### src/rtl/bus_pkg.sv
// bus_pkg: shared datapath constants, bus mode encodings and arbiter state type
package bus_pkg;
  localparam int BUS_WIDTH = 8;
  localparam int BUS_N_SRC = 8;
  localparam logic MODE_DIRECT = 1'b0;
  localparam logic MODE_ARB = 1'b1;
  typedef enum logic {IDLE, OWNED} arb_state_t;
endpackage

### src/rtl/databus_arbiter_if.sv
// databus_arbiter_if: source-side inputs and bus-side outputs of the data bus arbiter
// master: drives mode/sel/req/data_in, observes bus_out/bus_valid/grant/owner
// slave:  the arbiter itself
interface databus_arbiter_if
  import bus_pkg::*;
#(
  parameter int WIDTH = BUS_WIDTH,
  parameter int N_SRC = BUS_N_SRC,
  parameter int SEL_W = $clog2(N_SRC)
);
  logic mode;
  logic [SEL_W-1:0] sel;
  logic [N_SRC-1:0] req;
  logic [N_SRC*WIDTH-1:0] data_in;
  logic [WIDTH-1:0] bus_out;
  logic bus_valid;
  logic [N_SRC-1:0] grant;
  logic [SEL_W-1:0] owner;
  modport master(output mode, sel, req, data_in, input bus_out, bus_valid, grant, owner);
  modport slave(input mode, sel, req, data_in, output bus_out, bus_valid, grant, owner);
endinterface

### src/rtl/databus_arbiter_rr_picker.sv
// rr_picker: first set bit of req & ~excl, scanning cyclically upward from start
// in:  req, excl (N_SRC), start (SEL_W)
// out: found, idx (winner index, 0 when nothing found)
module rr_picker #(
  parameter int N_SRC = 8,
  parameter int SEL_W = $clog2(N_SRC)
) (
  input  logic [N_SRC-1:0] req,
  input  logic [N_SRC-1:0] excl,
  input  logic [SEL_W-1:0] start,
  output logic             found,
  output logic [SEL_W-1:0] idx
);
  logic [N_SRC-1:0] cand;
  assign cand = req & ~excl;
  // scan from the far end back toward start so the closest candidate is the last write
  always_comb begin
    logic [SEL_W-1:0] j;
    found = 1'b0;
    idx = '0;
    j = '0;
    for (int k = N_SRC - 1; k >= 0; k--) begin
      j = SEL_W'((int'(start) + k) % N_SRC);
      if (cand[j]) begin
        found = 1'b1;
        idx = j;
      end
    end
  end
endmodule

### src/rtl/databus_arbiter.sv
// databus_arbiter: registered N_SRC-way bus mux with direct select or round-robin arbitration
// clk, rst_n (async, active-low)
// bus.mode/sel/req/data_in in; bus.bus_out/bus_valid/grant/owner registered out
module databus_arbiter
  import bus_pkg::*;
#(
  parameter int WIDTH    = BUS_WIDTH,
  parameter int N_SRC    = BUS_N_SRC,
  parameter int SEL_W    = $clog2(N_SRC),
  parameter int MAX_HOLD = 15
) (
  input logic clk,
  input logic rst_n,
  databus_arbiter_if.slave bus
);
  localparam int HW = $clog2(MAX_HOLD + 1);
  arb_state_t state, state_n;
  logic [SEL_W-1:0] rr_ptr, rr_n, owner_n, win;
  logic [HW-1:0] hold_cnt, hold_n;
  logic [N_SRC-1:0] own_mask, excl;
  logic [WIDTH-1:0] out_n;
  logic found, own_req, others, pick, valid_n;
  assign own_mask = N_SRC'(1) << bus.owner;
  assign excl = (state == OWNED) ? own_mask : '0;
  rr_picker #(.N_SRC(N_SRC), .SEL_W(SEL_W)) u_pick (
    .req(bus.req),
    .excl(excl),
    .start(rr_ptr),
    .found(found),
    .idx(win)
  );
  // one decision drives every output so bus_out, grant and owner always agree
  always_comb begin
    own_req = bus.req[bus.owner];
    others = |(bus.req & ~own_mask);
    pick = state == IDLE || !own_req || (others && hold_cnt == HW'(MAX_HOLD));
    state_n = state;
    rr_n = rr_ptr;
    hold_n = hold_cnt;
    owner_n = bus.owner;
    valid_n = 1'b0;
    if (bus.mode != MODE_ARB) begin
      state_n = IDLE;
      hold_n = '0;
      if (32'(bus.sel) < N_SRC) begin
        owner_n = bus.sel;
        valid_n = 1'b1;
      end
    end else if (pick) begin
      state_n = found ? OWNED : IDLE;
      if (found) begin
        owner_n = win;
        valid_n = 1'b1;
        hold_n = '0;
        rr_n = (win == SEL_W'(N_SRC - 1)) ? '0 : win + 1'b1;
      end
    end else begin
      valid_n = 1'b1;
      hold_n = (hold_cnt == HW'(MAX_HOLD)) ? hold_cnt : hold_cnt + 1'b1;
    end
    out_n = valid_n ? bus.data_in[int'(owner_n)*WIDTH +: WIDTH] :
            (bus.mode == MODE_ARB) ? bus.bus_out : '0;
  end
  always_ff @(posedge clk or negedge rst_n) begin
    if (!rst_n) begin
      state <= IDLE;
      rr_ptr <= '0;
      hold_cnt <= '0;
      bus.bus_out <= '0;
      bus.bus_valid <= 1'b0;
      bus.grant <= '0;
      bus.owner <= '0;
    end else begin
      state <= state_n;
      rr_ptr <= rr_n;
      hold_cnt <= hold_n;
      bus.bus_out <= out_n;
      bus.bus_valid <= valid_n;
      bus.grant <= valid_n ? N_SRC'(1) << owner_n : '0;
      bus.owner <= owner_n;
    end
  end
endmodule

### src/flat_wrapper.sv
// flat-port wrapper written by rule: the top's interface ports become plain ports
module databus_arbiter_flat import bus_pkg::*;
#(
  parameter int WIDTH    = BUS_WIDTH,
  parameter int N_SRC    = BUS_N_SRC,
  parameter int SEL_W    = $clog2(N_SRC),
  parameter int MAX_HOLD = 15
)
  (clk, rst_n, bus_mode, bus_sel, bus_req, bus_data_in, bus_bus_out, bus_bus_valid, bus_grant, bus_owner);
  databus_arbiter_if #(.WIDTH(WIDTH), .N_SRC(N_SRC), .SEL_W(SEL_W)) bus_i ();
  input logic clk;
  input logic rst_n;
  input wire logic [$bits(bus_i.mode)-1:0] bus_mode;
  input wire logic [$bits(bus_i.sel)-1:0] bus_sel;
  input wire logic [$bits(bus_i.req)-1:0] bus_req;
  input wire logic [$bits(bus_i.data_in)-1:0] bus_data_in;
  output wire logic [$bits(bus_i.bus_out)-1:0] bus_bus_out;
  output wire logic [$bits(bus_i.bus_valid)-1:0] bus_bus_valid;
  output wire logic [$bits(bus_i.grant)-1:0] bus_grant;
  output wire logic [$bits(bus_i.owner)-1:0] bus_owner;
  assign bus_i.mode = bus_mode;
  assign bus_i.sel = bus_sel;
  assign bus_i.req = bus_req;
  assign bus_i.data_in = bus_data_in;
  assign bus_bus_out = bus_i.bus_out;
  assign bus_bus_valid = bus_i.bus_valid;
  assign bus_grant = bus_i.grant;
  assign bus_owner = bus_i.owner;
  databus_arbiter #(.WIDTH(WIDTH), .N_SRC(N_SRC), .SEL_W(SEL_W), .MAX_HOLD(MAX_HOLD)) u_core (.clk(clk), .rst_n(rst_n), .bus(bus_i));
endmodule
### config.mk
export PLATFORM = sky130hd
export DESIGN_NAME = databus_arbiter_flat
export DESIGN_NICKNAME = d
export VERILOG_FILES = /design/src/rtl/bus_pkg.sv /design/src/rtl/databus_arbiter_if.sv /design/src/rtl/databus_arbiter_rr_picker.sv /design/src/rtl/databus_arbiter.sv /design/src/flat_wrapper.sv
export SDC_FILE = /design/constraint.sdc
export NUM_CORES = 1
export LEC_CHECK = 0
export ABC_AREA = 0
export ABC_CLOCK_PERIOD_IN_PS = 11200
export BUFFER_PORTS_ARGS = -buffer_cell sky130_fd_sc_hd__buf_2
export CAP_MARGIN = 5
export CORE_MARGIN = 5
export CORE_UTILIZATION = 61
export DETAILED_ROUTE_END_ITERATION = 8
export PLACE_DENSITY = 0.9
export SLEW_MARGIN = 20
export SYNTH_ARGS = -nofsm -noshare
export SYNTH_HDL_FRONTEND = slang
export SYNTH_SLANG_ARGS = --single-unit
### constraint.sdc
create_clock -name clk -period 11.2 [get_ports clk]
set_input_delay 1.12 -clock clk [delete_from_list [all_inputs] [get_ports clk]]
set_output_delay 1.12 -clock clk [all_outputs]
set_load 0.02 [all_outputs]
After elaboration in Yosys (flattened, before gate mapping)
Cells that the tools add are included.
{"block": "word_totals", "ff_bits": 28, "input_bits": 78, "output_inout_bits": 20}
{"block": "op_classes", "add_sub_neg": 9, "order_cmp": 9, "eq_ne": 6, "shifts": 3, "muxes": 51, "bitwise_logic": 5, "reduce_logical": 7}
{"op": "variable part select 64 x 7 -> 8 bit", "count": 1}
{"op": "less-than comparator 3 x 4 -> 1 bit (second input constant)", "count": 9}
{"op": "2-to-1 mux 3 bit", "count": 12}
{"op": "2-to-1 mux 8 bit", "count": 4}
{"op": "binary-select mux 1 bit (select 3 bit)", "count": 9}
{"op": "2-to-1 mux 1 bit", "count": 22}
{"op": "bitwise AND 8 bit", "count": 2}
{"op": "2-to-1 mux 4 bit", "count": 4}
{"op": "NOT 8 bit", "count": 2}
{"op": "<< shifter 1 x 3 -> 8 bit (first input constant)", "count": 2}
{"op": "adder 3 bit (second input constant)", "count": 4}
{"op": "OR reduction 8 bit", "count": 1}
{"op": "adder 3 x 1 -> 3 bit (second input constant)", "count": 2}
{"op": "adder 3 x 2 -> 3 bit (second input constant)", "count": 2}
{"op": "!= test 3 x 2 -> 1 bit (second input constant)", "count": 2}
{"op": "adder 4 x 1 -> 4 bit (second input constant)", "count": 1}
{"op": "== test 4 bit (second input constant)", "count": 1}
{"op": "!= test 2 x 1 -> 1 bit (second input constant)", "count": 2}
{"op": "== test 3 bit (second input constant)", "count": 1}
{"op": "AND reduction 3 bit", "count": 1}
{"op": "logical OR 1 bit", "count": 2}
{"op": "AND reduction 2 bit", "count": 1}
{"op": "logical AND 1 bit", "count": 1}
{"op": "logical NOT 1 bit", "count": 1}
{"op": "NOT 1 bit", "count": 1}

Logic depth before layout (Yosys ltp)
{"block": "logic_depth", "depth_word": 19, "mapped_depth": 18}

Hierarchy
Synthesis repeated with hierarchy kept, for this count alone.
{"block": "hier_totals", "cells_unflattened": 430, "hier_area_um2": 3844.9}
{"mod": "databus_arbiter", "instances": 1, "cells_per_inst": 311, "area_each_um2": 2603.7, "seq_area_each_um2": 700.7}
{"mod": "rr_picker", "instances": 1, "cells_per_inst": 119, "area_each_um2": 1241.2, "seq_area_each_um2": 0.0}

Worst setup path before layout
Ideal clock, no wire load.
{"block": "synth_path", "path_kind": "register to register", "from": "register u_core.rr_ptr[0]", "to": "register u_core.rr_ptr[2]", "arrival_ps": 4114, "required_time_ps": 11075, "slack_ps": 6961, "path_stages_with_launch": 18, "n_path_buf": 5, "path_cell_list": "dfrtp_1 inv_2 buf_1 buf_2 ha_1 buf_2 buf_2 nand2_1 o22ai_1 mux4_2 o211ai_1 a31oi_1 a221oi_2 clkbuf_1 nor2_1 ha_1 ha_1 mux2_2"}
{"block": "synth_between", "elab_chain_len": 13, "elab_cells_between_ends": 43, "classes_between": "8 x add/sub; 1 x eq/ne; 33 x mux; 1 x reduce/logical"}
{"item": "start: declaration", "line_no": "databus_arbiter.sv:18", "source": "logic [SEL_W-1:0] rr_ptr, rr_n, owner_n, win;"}
{"item": "start signal: assignment", "line_no": "databus_arbiter.sv:75", "source": "rr_ptr <= rr_n;"}
{"item": "adder 3 bit", "line_no": "databus_arbiter_rr_picker.sv:23", "source": "j = SEL_W'((int'(start) + k) % N_SRC);"}
{"item": "binary-select mux 1 bit (select 3 bit)", "line_no": "databus_arbiter_rr_picker.sv:24", "source": "if (cand[j]) begin"}
{"item": "2-to-1 mux 1 bit (not written as such)", "line_no": "databus_arbiter_rr_picker.sv:24"}
{"item": "2-to-1 mux 3 bit (8 in series)", "line_no": "databus_arbiter_rr_picker.sv:24"}
{"item": "adder 3 x 1 -> 3 bit or == test 3 bit (tied branches)", "line_no": "databus_arbiter.sv:55", "source": "rr_n = (win == SEL_W'(N_SRC - 1)) ? '0 : win + 1'b1;"}
{"item": "2-to-1 mux 3 bit", "line_no": "databus_arbiter.sv:55"}
Several ways; a longest one is shown, not always the timed one. The select of a mux whose other input is x is not followed.
A chain may end at the register's enable or synchronous reset.

Worst setup path after layout
{"block": "layout_path", "from": "register u_core.rr_ptr[0]", "to": "register u_core.bus.bus_out[6]"}
{"block": "layout_between", "elab_chain_len": 16, "elab_cells_between_ends": 48, "classes_between": "7 x add/sub; 1 x eq/ne; 1 x shift; 39 x mux"}
{"item": "adder 3 bit", "line_no": "databus_arbiter_rr_picker.sv:23"}
{"item": "binary-select mux 1 bit (select 3 bit)", "line_no": "databus_arbiter_rr_picker.sv:24"}
{"item": "2-to-1 mux 1 bit (not written as such)", "line_no": "databus_arbiter_rr_picker.sv:24"}
{"item": "2-to-1 mux 3 bit or 2-to-1 mux 1 bit (tied branches) (8 in series)", "line_no": "databus_arbiter_rr_picker.sv:24"}
{"item": "2-to-1 mux 3 bit", "line_no": "databus_arbiter.sv:51", "source": "if (found) begin"}
{"item": "2-to-1 mux 3 bit", "line_no": "databus_arbiter.sv:49", "source": "end else if (pick) begin"}
{"item": "2-to-1 mux 3 bit", "line_no": "databus_arbiter.sv:42", "source": "if (bus.mode != MODE_ARB) begin"}
{"item": "variable part select 64 x 7 -> 8 bit", "line_no": "databus_arbiter.sv:61", "source": "out_n = valid_n ? bus.data_in[int'(owner_n)*WIDTH +: WIDTH] :"}
{"item": "2-to-1 mux 8 bit", "line_no": "databus_arbiter.sv:61"}
{"item": "end signal: assignment", "line_no": "databus_arbiter.sv:77", "source": "bus.bus_out <= out_n;"}
{"item": "end: declaration", "line_no": "databus_arbiter_if.sv:20", "source": "modport slave(input mode, sel, req, data_in, output bus_out, bus_valid, grant, owner);"}
Several ways; a longest one is shown, not always the timed one. The select of a mux whose other input is x is not followed.

==> results.md <==
- Syn Nets: 628
- Synthesized cell area: 4400 sq um
- Post-DRT Antenna Nets: 0
- Count of cell types in the netlist: 82
- Clk buf depth: 2
- Hold Worst Slack: 0.600 ns
- H-tree levels: 1
- Worst vdd ir: 151 uV
- Rel. slew slack: 0.394
- YS warnings: 0
- Final period utilization: 0.467
- Synthesized instance count: 545
- Routed WL per cell: 21.1 microns
- Leak: 2.05 nW
- Type of the tightest min-delay check: register to register
- Gpl congestion: 1.04
- Clock-pin slew on the worst setup and hold paths: 0.11 ns
- CP required: 11.41 ns
- Delay-heaviest family, CP: compound AO/OA/AOI/OAI gates
- Cts repair resizes: 0
- CP cell instances: inv_2 > ha_1 > nand2_1 > o22a_1 > mux4_2 > a41oi_4 > nand2_2 > a21oi_4 > or3_1 > a211oi_2 > o211ai_1
- Synth-to-Final Area Change: 10.3%
- CTS Root Cell: clkbuf_8
- Worst-skew pair later-pin latency: 0.28 ns
- Average size of a mapped cell: 8.07 sq um
- Vias per cell: 7.21
- Crit-path max cell delay: 0.79 ns
- Top_reg_cell synth: dfrtp_1
- Crit path buffers/inverters: 1
- Number of flops mapped to enable cells by yosys: 0
- Initial DRC count: 770
- Post-DP HPWL: 11000 microns
- Total congestion overflow: 0
- # Post-CTS Setup Buffers: 0
- Ant diodes: 0
- Largest net degree at the start of global routing: 39
- Sink Count: 28
- Share of cells above drive strength 1: 0.277
- Placed cells: 697
- Max Slew Vio Count: 0
- Crit path max fanout: 25
- Slowest cell on the critical path: ha_1
- Ys async rst share: 1.00
- Worst slew pin tran: 0.908 ns
- Max-Cap Viols: 0
- F_max: 191 MHz
- Final Hold Viols: 0
- TritonCTS clock tree: done
- Fin crit period: 5.23 ns
- Pwr/cell area: 348 nW/um^2
- DRC Markers: 0
- Vias: 5056
- Chip Height: 94.9 microns
- Fin Clk Skew: 0.00462 ns
- Flops & latches, synth: 28
- Final #Nets: 686
- Most common cell after layout, fill and taps aside: buf_2
- Initial antenna violation count: 0
- Std cell rows: 31
- DR pass1 iterations: 6
- Finished Layout Cells: 701
- Arrival time at the worst endpoint: 5.43 ns
- Part of the Yosys area used for sequential elements: 0.159
- Status: finished clean
- Total negative setup slack: 0 ns
- Overall power: 1.69 mW
- CTS Hold Bufs: 0
- Critical path type: register to register
- I/O pin cnt: 98
- Crit. End Element: register
- Final setup fails: 0
- IO Port Bufs: 97
- First-pass GRT wire length: 23200 microns
- Total track usage: 0.323
- Routed WL: 14800 microns
- Initial core utilization: 0.616
- Die area: 9000 sq um
- Die extent in x: 94.9 microns
- RSZ-0062 raised after global routing: no
- CTS Buf Count: 3
- Number of global-route vias before repair: 4637
- Area of the core: 7140 sq um
- Commonest non-fill, non-tap cells in the layout: buf_2, nand2_1, o21ai_0, nor2_1, mux2i_1
- Critical Path Start Type: register
==> area by class of cell <==
cell class	count	area, sq um
flip-flops and latches	28	701
repair buffers	100	508
inverters	19	71.3
clock buffers	3	41.3
multi-input cells	451	3370
clock inverters	1	30.0
fillers	640	2290
well taps	99	124
==> report_power, final <==
| part | switching [mW] | internal (mW) | leakage, nW |
|---|---|---|---|
| combinational | 0.841 | 0.547 | 1.66 |
| clock | 0.0364 | 0.0480 | 0.0357 |
| sequential | 0.0771 | 0.140 | 0.352 |
| total | 0.954 | 0.735 | 2.05 |
==> stage by stage <==
step           setup WS [ns]  utilization  cell area (sq um)
2_1_floorplan           6.96            -               4400
3_3_place_gp            6.26        0.669               4780
3_5_place_dp            6.16        0.669               4780
4_1_cts                 6.13        0.679               4850
5_1_grt                 5.59        0.680               4850
6_report                5.97        0.680               4850
==> path summary, 6_finish.rpt <==
| kind | slack, ns | cells past startpoint | startpoint | to |
|---|---|---|---|---|
| max | 5.97 | 11 | u_core.rr_ptr[0] | u_core.bus.bus_out[6] |
| min | 0.60 | 2 | u_core.hold_cnt[1] | u_core.hold_cnt[1] |
| max reg2reg | 5.97 | 11 | u_core.rr_ptr[0] | u_core.bus.bus_out[6] |
| min reg2reg | 0.60 | 2 | u_core.hold_cnt[1] | u_core.hold_cnt[1] |
| max in group asynchronous | 9.91 | 1 | rst_n | u_core.hold_cnt[2] |
| min in group asynchronous | 0.85 | 1 | rst_n | u_core.bus.grant[4] |
==> kinds of logic (layout without fill, tap and decap cells) <==
family,after synthesis,after routing,synth area share
simple gates,185,185,0.238
buf+inv,66,123,0.0734
compound gates,197,197,0.331
fa+ha+maj,5,5,0.0142
flops,28,28,0.159
mux,60,60,0.176
xor+xnor,4,4,0.00797
==> cell usage after synthesis, drive strengths merged (6+ instances only) <==
library cell  number  area [sq um]
nor4b             13           129
a21oi             27           146
inv               19          71.3
clkbuf            22          83.8
o221ai            10          87.6
and2              15          93.8
a32o               7          70.1
nor2              35           141
o21ai             52           264
mux2              19           214
nand2b             9          56.3
mux2i             29           290
nand4              6          43.8
mux4              12           270
a31oi              6          37.5
o22ai             22           138
nand3             24           120
nand2             55           209
a211oi             6          77.6
o211ai             6          45.0
a221oi             6          71.3
o31a               9          78.8
buf               25           168
dfrtp             28           701
==> sequential cells by signal, summed over array words and instances, names as in the netlist <==
register,cells
u_core.rr_ptr,3
u_core.bus.bus_out,8
u_core.state,1
u_core.bus.owner,3
u_core.bus.bus_valid,1
u_core.bus.grant,8
u_core.hold_cnt,4
==> routing by layer <==
layer  share of wire  track usage  up-vias  routed length, microns
li1                -            -     2234                       -
met1            0.39        0.454     2377                    5780
met2            0.46        0.506      387                    6780
met3            0.11       0.0510       58                    1690
met4           0.035        0.102        0                     524
met5               0            0        -                       0
==> worst reg2reg max path: cells and delay by family (launching register included) <==
kind | cells | cell delay (ns)
compound gates | 5 | 1.70
fa+ha+maj | 1 | 0.79
buf+inv | 1 | 0.40
flops | 1 | 0.69
mux | 1 | 0.53
simple gates | 3 | 1.05
Power figures use the tool's default switching activity.
